`config.mk`:
```
export PLATFORM = sky130hd
export DESIGN_NAME = miner_work_ctrl_flat
export DESIGN_NICKNAME = d
export VERILOG_FILES = /design/src/rtl/miner_work_ctrl_if.sv /design/src/rtl/miner_work_ctrl.sv /design/src/flat_wrapper.sv
export SDC_FILE = /design/constraint.sdc
export NUM_CORES = 1
export LEC_CHECK = 0
export ABC_AREA = 1
export CORE_UTILIZATION = 59
export DETAILED_ROUTE_END_ITERATION = 8
export PLACE_DENSITY = 0.9
export RECOVER_POWER = 25
export SETUP_SLACK_MARGIN = 0.05
export SKIP_LAST_GASP = 1
export SYNTH_ARGS = -nofsm -noshare
export SYNTH_HDL_FRONTEND = slang
export SYNTH_SLANG_ARGS = --single-unit
```
`constraint.sdc`:
```
create_clock -name clk -period 3.8 [get_ports clk]
set_input_delay 0.38 -clock clk [delete_from_list [all_inputs] [get_ports clk]]
set_output_delay 0.38 -clock clk [all_outputs]
set_load 0.03 [all_outputs]
```
`src/rtl/miner_work_ctrl_if.sv`:
```
// Signal bundle between the miner work controller and its UART / miner-core neighbours.
// The slave modport is the controller's view; master is the surrounding system.
interface miner_work_ctrl_if;
  logic [7:0]   rx_data;
  logic         rx_valid;
  logic [7:0]   tx_data;
  logic         tx_valid;
  logic         tx_ready;
  logic [255:0] midstate;
  logic [95:0]  data2;
  logic         start_mining;
  logic         miner_busy;
  logic         got_ticket;
  logic [31:0]  golden_nonce;
  logic         ctrl_idle;
  logic         timeout_err;

  modport master (
    output rx_data, rx_valid, tx_ready, miner_busy, got_ticket, golden_nonce,
    input  tx_data, tx_valid, midstate, data2, start_mining, ctrl_idle, timeout_err
  );

  modport slave (
    input  rx_data, rx_valid, tx_ready, miner_busy, got_ticket, golden_nonce,
    output tx_data, tx_valid, midstate, data2, start_mining, ctrl_idle, timeout_err
  );
endinterface

```
`src/rtl/miner_work_ctrl.sv`:
```
// Host-side driver for the SHA-256 miner core: 44-byte work packets in over UART RX,
// start/busy/ticket sequencing with the core, found nonce out as 4 bytes over UART TX.
//
// state       | meaning
// S_IDLE      | waiting for a complete packet (pending)
// S_START     | start_mining held high for START_LEN cycles
// S_WAIT_BUSY | waiting up to BUSY_TIMEOUT cycles for miner_busy to rise
// S_MINING    | core busy; new pending work aborts and restarts
// S_SETTLE    | SETTLE cycles after busy falls, then sample got_ticket
// S_SEND      | golden nonce returned MSB first over tx handshake
module miner_work_ctrl #(
  parameter int START_LEN    = 4,
  parameter int BUSY_TIMEOUT = 16,
  parameter int SETTLE       = 4,
  parameter int RX_GAP       = 1000
) (
  input logic              clk,
  input logic              rst,
  miner_work_ctrl_if.slave bus
);

  localparam int TMR_MAX = (START_LEN > BUSY_TIMEOUT)
                         ? ((START_LEN > SETTLE) ? START_LEN : SETTLE)
                         : ((BUSY_TIMEOUT > SETTLE) ? BUSY_TIMEOUT : SETTLE);
  localparam int TMR_W = $clog2(TMR_MAX + 1);
  localparam int GAP_W = $clog2(RX_GAP + 1);
  localparam logic [5:0] LAST_BYTE = 6'd43;

  typedef enum logic [2:0] {
    S_IDLE,
    S_START,
    S_WAIT_BUSY,
    S_MINING,
    S_SETTLE,
    S_SEND
  } state_t;

  state_t             state;
  state_t             state_nxt;
  logic [351:0]       shadow;
  logic [5:0]         byte_cnt;
  logic [GAP_W-1:0]   gap_cnt;
  logic               pending;
  logic               pkt_done;
  logic [TMR_W-1:0]   tmr;
  logic [TMR_W-1:0]   tmr_val;
  logic               tmr_ld;
  logic               tmr_zero;
  logic               load;
  logic               latch_nonce;
  logic               tx_adv;
  logic               to_fire;
  logic [31:0]        nonce;
  logic [1:0]         byte_idx;
  logic [255:0]       midstate_q;
  logic [95:0]        data2_q;
  logic               timeout_q;
  logic [7:0]         tx_byte;

  assign pkt_done = bus.rx_valid && (byte_cnt == LAST_BYTE);
  assign tmr_zero = (tmr == '0);

  // RX assembly runs regardless of FSM state; gap timer discards stale partial packets.
  always_ff @(posedge clk) begin
    if (rst) begin
      shadow   <= '0;
      byte_cnt <= '0;
      gap_cnt  <= '0;
    end else if (bus.rx_valid) begin
      shadow[9'd351 - {byte_cnt, 3'b000} -: 8] <= bus.rx_data;
      byte_cnt <= pkt_done ? 6'd0 : byte_cnt + 6'd1;
      gap_cnt  <= GAP_W'(RX_GAP);
    end else if (byte_cnt != 6'd0) begin
      if (gap_cnt <= GAP_W'(1)) begin
        byte_cnt <= '0;
      end else begin
        gap_cnt <= gap_cnt - GAP_W'(1);
      end
    end
  end

  // A completing packet wins over a same-cycle load so the newer work is not dropped.
  always_ff @(posedge clk) begin
    if (rst) begin
      pending <= 1'b0;
    end else if (pkt_done) begin
      pending <= 1'b1;
    end else if (load) begin
      pending <= 1'b0;
    end
  end

  always_ff @(posedge clk) begin
    if (rst) begin
      state <= S_IDLE;
    end else begin
      state <= state_nxt;
    end
  end

  always_comb begin
    state_nxt   = state;
    load        = 1'b0;
    tmr_ld      = 1'b0;
    tmr_val     = '0;
    latch_nonce = 1'b0;
    tx_adv      = 1'b0;
    to_fire     = 1'b0;
    case (state)
      S_IDLE: begin
        if (pending) begin
          load      = 1'b1;
          tmr_ld    = 1'b1;
          tmr_val   = TMR_W'(START_LEN - 1);
          state_nxt = S_START;
        end
      end
      S_START: begin
        if (tmr_zero) begin
          tmr_ld    = 1'b1;
          tmr_val   = TMR_W'(BUSY_TIMEOUT - 1);
          state_nxt = S_WAIT_BUSY;
        end
      end
      S_WAIT_BUSY: begin
        if (bus.miner_busy) begin
          state_nxt = S_MINING;
        end else if (tmr_zero) begin
          to_fire   = 1'b1;
          state_nxt = S_IDLE;
        end
      end
      S_MINING: begin
        if (pending) begin
          load      = 1'b1;
          tmr_ld    = 1'b1;
          tmr_val   = TMR_W'(START_LEN - 1);
          state_nxt = S_START;
        end else if (!bus.miner_busy) begin
          tmr_ld    = 1'b1;
          tmr_val   = TMR_W'(SETTLE - 1);
          state_nxt = S_SETTLE;
        end
      end
      S_SETTLE: begin
        if (tmr_zero) begin
          if (bus.got_ticket) begin
            latch_nonce = 1'b1;
            state_nxt   = S_SEND;
          end else begin
            state_nxt = S_IDLE;
          end
        end
      end
      S_SEND: begin
        if (bus.tx_ready) begin
          tx_adv = 1'b1;
          if (byte_idx == 2'd3) begin
            state_nxt = S_IDLE;
          end
        end
      end
      default: state_nxt = S_IDLE;
    endcase
  end

  always_ff @(posedge clk) begin
    if (rst) begin
      tmr <= '0;
    end else if (tmr_ld) begin
      tmr <= tmr_val;
    end else if (!tmr_zero) begin
      tmr <= tmr - TMR_W'(1);
    end
  end

  always_ff @(posedge clk) begin
    if (rst) begin
      midstate_q <= '0;
      data2_q    <= '0;
      nonce      <= '0;
      byte_idx   <= '0;
      timeout_q  <= 1'b0;
    end else begin
      timeout_q <= to_fire;
      if (load) begin
        midstate_q <= shadow[351:96];
        data2_q    <= shadow[95:0];
      end
      if (latch_nonce) begin
        nonce    <= bus.golden_nonce;
        byte_idx <= '0;
      end else if (tx_adv) begin
        byte_idx <= byte_idx + 2'd1;
      end
    end
  end

  always_comb begin
    tx_byte = '0;
    if (state == S_SEND) begin
      case (byte_idx)
        2'd0:    tx_byte = nonce[31:24];
        2'd1:    tx_byte = nonce[23:16];
        2'd2:    tx_byte = nonce[15:8];
        default: tx_byte = nonce[7:0];
      endcase
    end
  end

  assign bus.tx_data      = tx_byte;
  assign bus.tx_valid     = (state == S_SEND);
  assign bus.start_mining = (state == S_START);
  assign bus.midstate     = midstate_q;
  assign bus.data2        = data2_q;
  assign bus.ctrl_idle    = (state == S_IDLE) && !pending;
  assign bus.timeout_err  = timeout_q;

endmodule

```
`src/flat_wrapper.sv`:
```
// flat-port wrapper written by rule: the top's interface ports become plain ports
module miner_work_ctrl_flat 
#(
  parameter int START_LEN    = 4,
  parameter int BUSY_TIMEOUT = 16,
  parameter int SETTLE       = 4,
  parameter int RX_GAP       = 1000
)
  (clk, rst, bus_rx_data, bus_rx_valid, bus_tx_ready, bus_miner_busy, bus_got_ticket, bus_golden_nonce, bus_tx_data, bus_tx_valid, bus_midstate, bus_data2, bus_start_mining, bus_ctrl_idle, bus_timeout_err);
  miner_work_ctrl_if bus_i ();
  input logic clk;
  input logic rst;
  input wire logic [$bits(bus_i.rx_data)-1:0] bus_rx_data;
  input wire logic [$bits(bus_i.rx_valid)-1:0] bus_rx_valid;
  input wire logic [$bits(bus_i.tx_ready)-1:0] bus_tx_ready;
  input wire logic [$bits(bus_i.miner_busy)-1:0] bus_miner_busy;
  input wire logic [$bits(bus_i.got_ticket)-1:0] bus_got_ticket;
  input wire logic [$bits(bus_i.golden_nonce)-1:0] bus_golden_nonce;
  output wire logic [$bits(bus_i.tx_data)-1:0] bus_tx_data;
  output wire logic [$bits(bus_i.tx_valid)-1:0] bus_tx_valid;
  output wire logic [$bits(bus_i.midstate)-1:0] bus_midstate;
  output wire logic [$bits(bus_i.data2)-1:0] bus_data2;
  output wire logic [$bits(bus_i.start_mining)-1:0] bus_start_mining;
  output wire logic [$bits(bus_i.ctrl_idle)-1:0] bus_ctrl_idle;
  output wire logic [$bits(bus_i.timeout_err)-1:0] bus_timeout_err;
  assign bus_i.rx_data = bus_rx_data;
  assign bus_i.rx_valid = bus_rx_valid;
  assign bus_i.tx_ready = bus_tx_ready;
  assign bus_i.miner_busy = bus_miner_busy;
  assign bus_i.got_ticket = bus_got_ticket;
  assign bus_i.golden_nonce = bus_golden_nonce;
  assign bus_tx_data = bus_i.tx_data;
  assign bus_tx_valid = bus_i.tx_valid;
  assign bus_midstate = bus_i.midstate;
  assign bus_data2 = bus_i.data2;
  assign bus_start_mining = bus_i.start_mining;
  assign bus_ctrl_idle = bus_i.ctrl_idle;
  assign bus_timeout_err = bus_i.timeout_err;
  miner_work_ctrl #(.START_LEN(START_LEN), .BUSY_TIMEOUT(BUSY_TIMEOUT), .SETTLE(SETTLE), .RX_GAP(RX_GAP)) u_core (.clk(clk), .rst(rst), .bus(bus_i));
endmodule
```
Word-level counts from Yosys, hierarchy flattened

Cells that the tools add are included.

Register bits: 764
Input bits: 46
Logic and storage cells: 100

Add/sub/neg operators: 6
Order comparisons: 1
Equal/unequal tests: 18
Shift-type cells: 2
Mux-type cells: 41
Bitwise operators: 2
Reduce and logical (&&, ||, !) cells: 18

Operators with widths:

| cell                                                                              | count |
|---|---|
| 8-bit by 11-bit variable shift with 359-bit output, first input constant          | 1 |
| 8-bit by 11-bit variable part select with 359-bit output                          | 1 |
| 352-bit bitwise mux                                                               | 1 |
| 10-bit 2-to-1 mux                                                                 | 3 |
| 3-bit 2-to-1 mux                                                                  | 10 |
| 6-bit 2-to-1 mux                                                                  | 4 |
| 8-bit one-hot mux with 3 select lines                                             | 1 |
| 3-bit one-hot mux with 6 select lines                                             | 1 |
| 5-bit 2-to-1 mux                                                                  | 3 |
| 5-bit one-hot mux with 3 select lines                                             | 1 |
| 1-bit 2-to-1 mux                                                                  | 12 |
| 9-bit negation with 11-bit output                                                 | 1 |
| 10-bit by 1-bit less-or-equal comparator with 1-bit output, second input constant | 1 |
| 2-bit by 1-bit inequality test with 1-bit output, second input constant           | 5 |
| 10-bit by 1-bit subtractor with 10-bit output, second input constant              | 1 |
| 9-bit subtractor, first input constant                                            | 1 |
| 8-bit 2-to-1 mux                                                                  | 1 |
| 7-bit AND reduction                                                               | 1 |
| 6-bit by 1-bit adder with 6-bit output, second input constant                     | 1 |
| 3-bit by 2-bit equality test with 1-bit output, second input constant             | 2 |
| 3-bit equality test, second input constant                                        | 2 |
| 6-bit equality test, second input constant                                        | 1 |
| 3-bit by 2-bit inequality test with 1-bit output, second input constant           | 2 |
| 2-bit AND reduction                                                               | 3 |
| 19 further kinds                                                                  | 28 |

Logic depth before layout (Yosys ltp)

Depth in word-level cells: 5
Mapped depth: 15
Mapped depth without buffers: 10

Least setup slack after synthesis

Ideal clock, no wire load.

Path kind: register to register
Start point: register u_core.byte_cnt[2]
End point: register u_core.shadow[68]
Library setup time: 0.119 ns
Arrival time: 2.461 ns
Required time: 3.681 ns
Setup slack: 1.219 ns
Cell stages (with the launch flop): 16
Buffers on the path: 5
Period minus slack after synthesis: 2.581 ns
Cells stage by stage: dfxtp_1 inv_1 buf_2 buf_2 buf_2 ha_1 buf_2 inv_1 buf_4 nand3_1 inv_1 nand2_1 nor2_2 inv_1 o21ai_0 a21oi_1

Cells in the longest elaborated chain, start to end: 4
Elaborated cells between the ends (all ways): 5

RTL lines:

| item                                                                                                                                  | line                  | RTL |
|---|---|---|
| from (decl)                                                                                                                           | miner_work_ctrl.sv:41 | `logic [5:0] byte_cnt;` |
| from (signal assigned)                                                                                                                | miner_work_ctrl.sv:71 | `byte_cnt <= pkt_done ? 6'd0 : byte_cnt + 6'd1;` |
| 9-bit subtractor (*)                                                                                                                  | miner_work_ctrl.sv:70 | `shadow[9'd351 - {byte_cnt, 3'b000} -: 8] <= bus.rx_data;` |
| 9-bit negation with 11-bit output (*)                                                                                                 | miner_work_ctrl.sv:70 |  |
| 8-bit by 11-bit variable part select with 359-bit output / 8-bit by 11-bit variable shift with 359-bit output (equally long branches) | miner_work_ctrl.sv:70 |  |
| 352-bit bitwise mux (*)                                                                                                               | miner_work_ctrl.sv:70 |  |
| to (signal, indexed assignment)                                                                                                       | miner_work_ctrl.sv:70 |  |
| to (decl)                                                                                                                             | miner_work_ctrl.sv:40 | `logic [351:0] shadow;` |

Mark *: on every way between the ends. The rest lies on a longest branch, timed or not.
A chain may end at the register's enable or synchronous reset.

Worst setup path after layout

Start point: register u_core.byte_idx[0]
End point: output bus_tx_data[3]

Cells in the longest elaborated chain, start to end: 3
Elaborated cells between the ends (all ways): 5

RTL lines:

| item                                        | line                   | RTL |
|---|---|---|
| from (decl)                                 | miner_work_ctrl.sv:54  | `logic [1:0] byte_idx;` |
| from (signal assigned)                      | miner_work_ctrl.sv:194 | `byte_idx <= byte_idx + 2'd1;` |
| 2-bit equality test (tied with other cells) | miner_work_ctrl.sv:202 | `case (byte_idx)` |
| 8-bit one-hot mux with 3 select lines (*)   | miner_work_ctrl.sv:202 |  |
| 8-bit 2-to-1 mux (*)                        | miner_work_ctrl.sv:201 | `if (state == S_SEND) begin` |
| to (decl)                                   | flat_wrapper.sv:19     | `output wire logic [$bits(bus_i.tx_data)-1:0] bus_tx_data;` |

Marks and branches as above.

==> out/metrics.cfg <==
[outcome]
outcome = complete, no violations

[cells_and_area]
n_fill_cell = 3597
syn_to_final_growth_pct = 23.0
drive_gt1_share_pct = 5.08
fin_nets = 4154
fin_util_pct = 73.3
fin_area_um2 = 35800

[logic_synthesis]
async_reset_ff_share_pct = 0
yosysSeqAreaShare_pct = 52.6
synth_area_um2 = 29100
mappedNetlistNets = 3898
synth_area_per_cell_um2 = 7.59
yosys_warnings = 0
synth_area_leaders = dfxtp_1 (53%), nor2_1 (13%), o21ai_0 (12%), a21oi_1 (5.5%), inv_1 (3.2%)
synthFlopType = dfxtp_1
synth_commonest_cells = nor2_1 (1025), dfxtp_1 (764), o21ai_0 (707)
synth_top_area_share_pct = 52.6
synth-edff-count = 0
synth_area_leader_cell = dfxtp_1
yosys.cell_count.top_type = nor2_1
syn_inst = 3835
ys_ff_latch = 764
yosysUniqueCellTypes = 36

[sta]
skew_ns = 0.0157
fin_setup_tns_ns = 0
fmax_ghz = 0.329
worst_slack_ns = 0.759
period_needed_ns = 3.04
finalHoldViolations = 0
maxSlewViolCount = 0
setup_viol = 0
rsz0062_at_grt = no
worst_slew_pin_slew_ns = 1.04
max-slew-margin-rel_pct = 30.3
finalCritPeriodShare_pct = 80.0

[clocking]
cts-buffers-inserted = 75
cts.repair.resized = 0
cts_setup_buffers = 0
holdBufCountCts = 0
ctsLongestPathBuffers = 3
h-tree-depth = 3
cts_tree = built
clk_latency_ns = 0.62
path_clk_slew_ns = 0.06
cts_root_buffer = clkbuf_16
clock-sinks = 764

[global_routing]
grt_overflow = 0
grt_pass1_vias = 25100
antenna_found_initial = 2
grt_first_pass_wirelength_mm = 138
grt_max_degree = 217
gr-usage-all-layers_pct = 34.9

[critical_path]
cp_max_fo = 10
crit_type = reg -> out
worst_setup_path_end_kind = output pin
cp-start-kind = flop
worstPathArrival_ns = 2.66
crit_required_ns = 3.42

[power]
p_per_area_nw_per_um2 = 478
leakage_nw = 15.9
ir_drop_mv = 0.525

[place]
place_congestion = 0.986
placed_cell_area_um2 = 33200
hpwl_mm = 59.6
numPortBuffers = 409
pre_cts_ws_ns = 0.939

[drt]
drc = 0
drt_first_iter_violations = 3252
finalWirelength_mm = 90.1
drt-wirelength-per-cell_um = 18.7
viasPerCell = 5.72
via_count = 27600
dr.pass1.iters = 8
ant_nets = 0

[hold_path]
hold_path_class = in -> reg

[die]
initial_core_util_pct = 59.6
die_x_um = 224
rows = 81
core_um2 = 48800
die_h_um = 224
pin_count = 410
dieArea_um2 = 50200

[job]
max_cap_violations = 0

cells in the final DEF (no fill, tap or decap), types with 12 or more instances in the layout:
cell type        synthesis  layout
nor2_2                  15      15
nor2_1                1025    1025
dfxtp_1                764     764
buf_4                   17      23
nand2_1                200     200
o21ai_0                707     707
dlygate4sd3_1            0     251
inv_2                   16      17
clkbuf_8                 0      13
nand3_1                 68      68
nand4_1                 43      43
inv_1                  246     243
o21ai_1                 12      12
clkdlybuf4s50_1          0     157
clkbuf_16                0      77
clkinv_2                 0      13
a211oi_1                14      14
ha_1                    17      16
nor3_1                  72      72
a21oi_1                320     320
kinds of logic (layout without fill, tap and decap cells):
group | count (synthesis) | in the layout | synth area share (%)
simple gates | 1456 | 1456 | 20.4
compound gates | 1068 | 1068 | 18.6
flops | 764 | 764 | 52.6
buf+inv | 524 | 839 | 7.50
fa+ha+maj | 17 | 17 | 0.731
xor+xnor | 6 | 6 | 0.206
other cells | 0 | 2 | 0
metrics by stage:
step | power, W | instances | hold WS [ns]
6_report | 0.0171 | 4816 | 0.302
4_1_cts | 0.0171 | 4814 | 0.276
2_1_floorplan | 0.00910 | 3835 | 0.420
3_5_place_dp | 0.00942 | 4678 | 0.438
3_3_place_gp | 0.00940 | 4678 | 0.429
5_1_grt | 0.0176 | 4816 | 0.342
final cells by class:
cell class,instances,area (µm²),share of cell area (%)
clock inverters,35,437,1.22
multi-input cells,2547,11700,32.6
repair buffers,439,4420,12.3
diodes,2,5.00,0.0140
well taps,664,831,2.32
clock buffers,101,2150,6.00
flip-flops and latches,764,15300,42.7
inverters,264,1000,2.80
worst max-delay path: stages (launching register included):
cell             delay, ns
dfxtp_1               0.40
ha_1                  0.44
inv_1                 0.20
o21ai_0               0.32
a31oi_1               0.07
clkdlybuf4s50_1       0.61
sequential cells by signal, indices dropped and copies added, names as in the netlist:
name,count
u_core.shadow,352
u_core.state,3
u_core.bus.midstate,256
u_core.byte_idx,2
u_core.bus.timeout_err,1
u_core.bus.data2,96
u_core.pending,1
u_core.byte_cnt,6
u_core.nonce,32
u_core.gap_cnt,10
u_core.tmr,5
final timing paths:
path                              startpoint                               endpoint  slack, ns  cells after the start
max          u_core.byte_idx[0]$_SDFFE_PP0P_                         bus_tx_data[3]       0.76                      5
min                                      rst           u_core.state[2]$_SDFFE_PP0P_       0.30                      4
max reg2reg  u_core.byte_cnt[2]$_SDFFE_PP0P_        u_core.shadow[107]$_SDFFE_PP0P_       0.81                     10
min reg2reg  u_core.shadow[229]$_SDFFE_PP0P_  u_core.bus.midstate[133]$_SDFFE_PP0P_       0.45                      2
metal layers:
metal	share of wire [%]	GRT usage, %	wire length, µm
met3	8.6	6.28	7740
met1	41	46.3	36900
met4	4.1	15.6	3710
met5	0	0	0
met2	46	55.6	41700
report_power, final:
part	switching (W)	total (W)	leakage, nW	internal (W)
clock	0.00322	0.00781	1.25	0.00460
sequential	0.0000828	0.00819	6.16	0.00811
combinational	0.000760	0.00110	8.45	0.000345
total	0.00406	0.0171	15.9	0.0130
(Power assumes the default switching activity.)
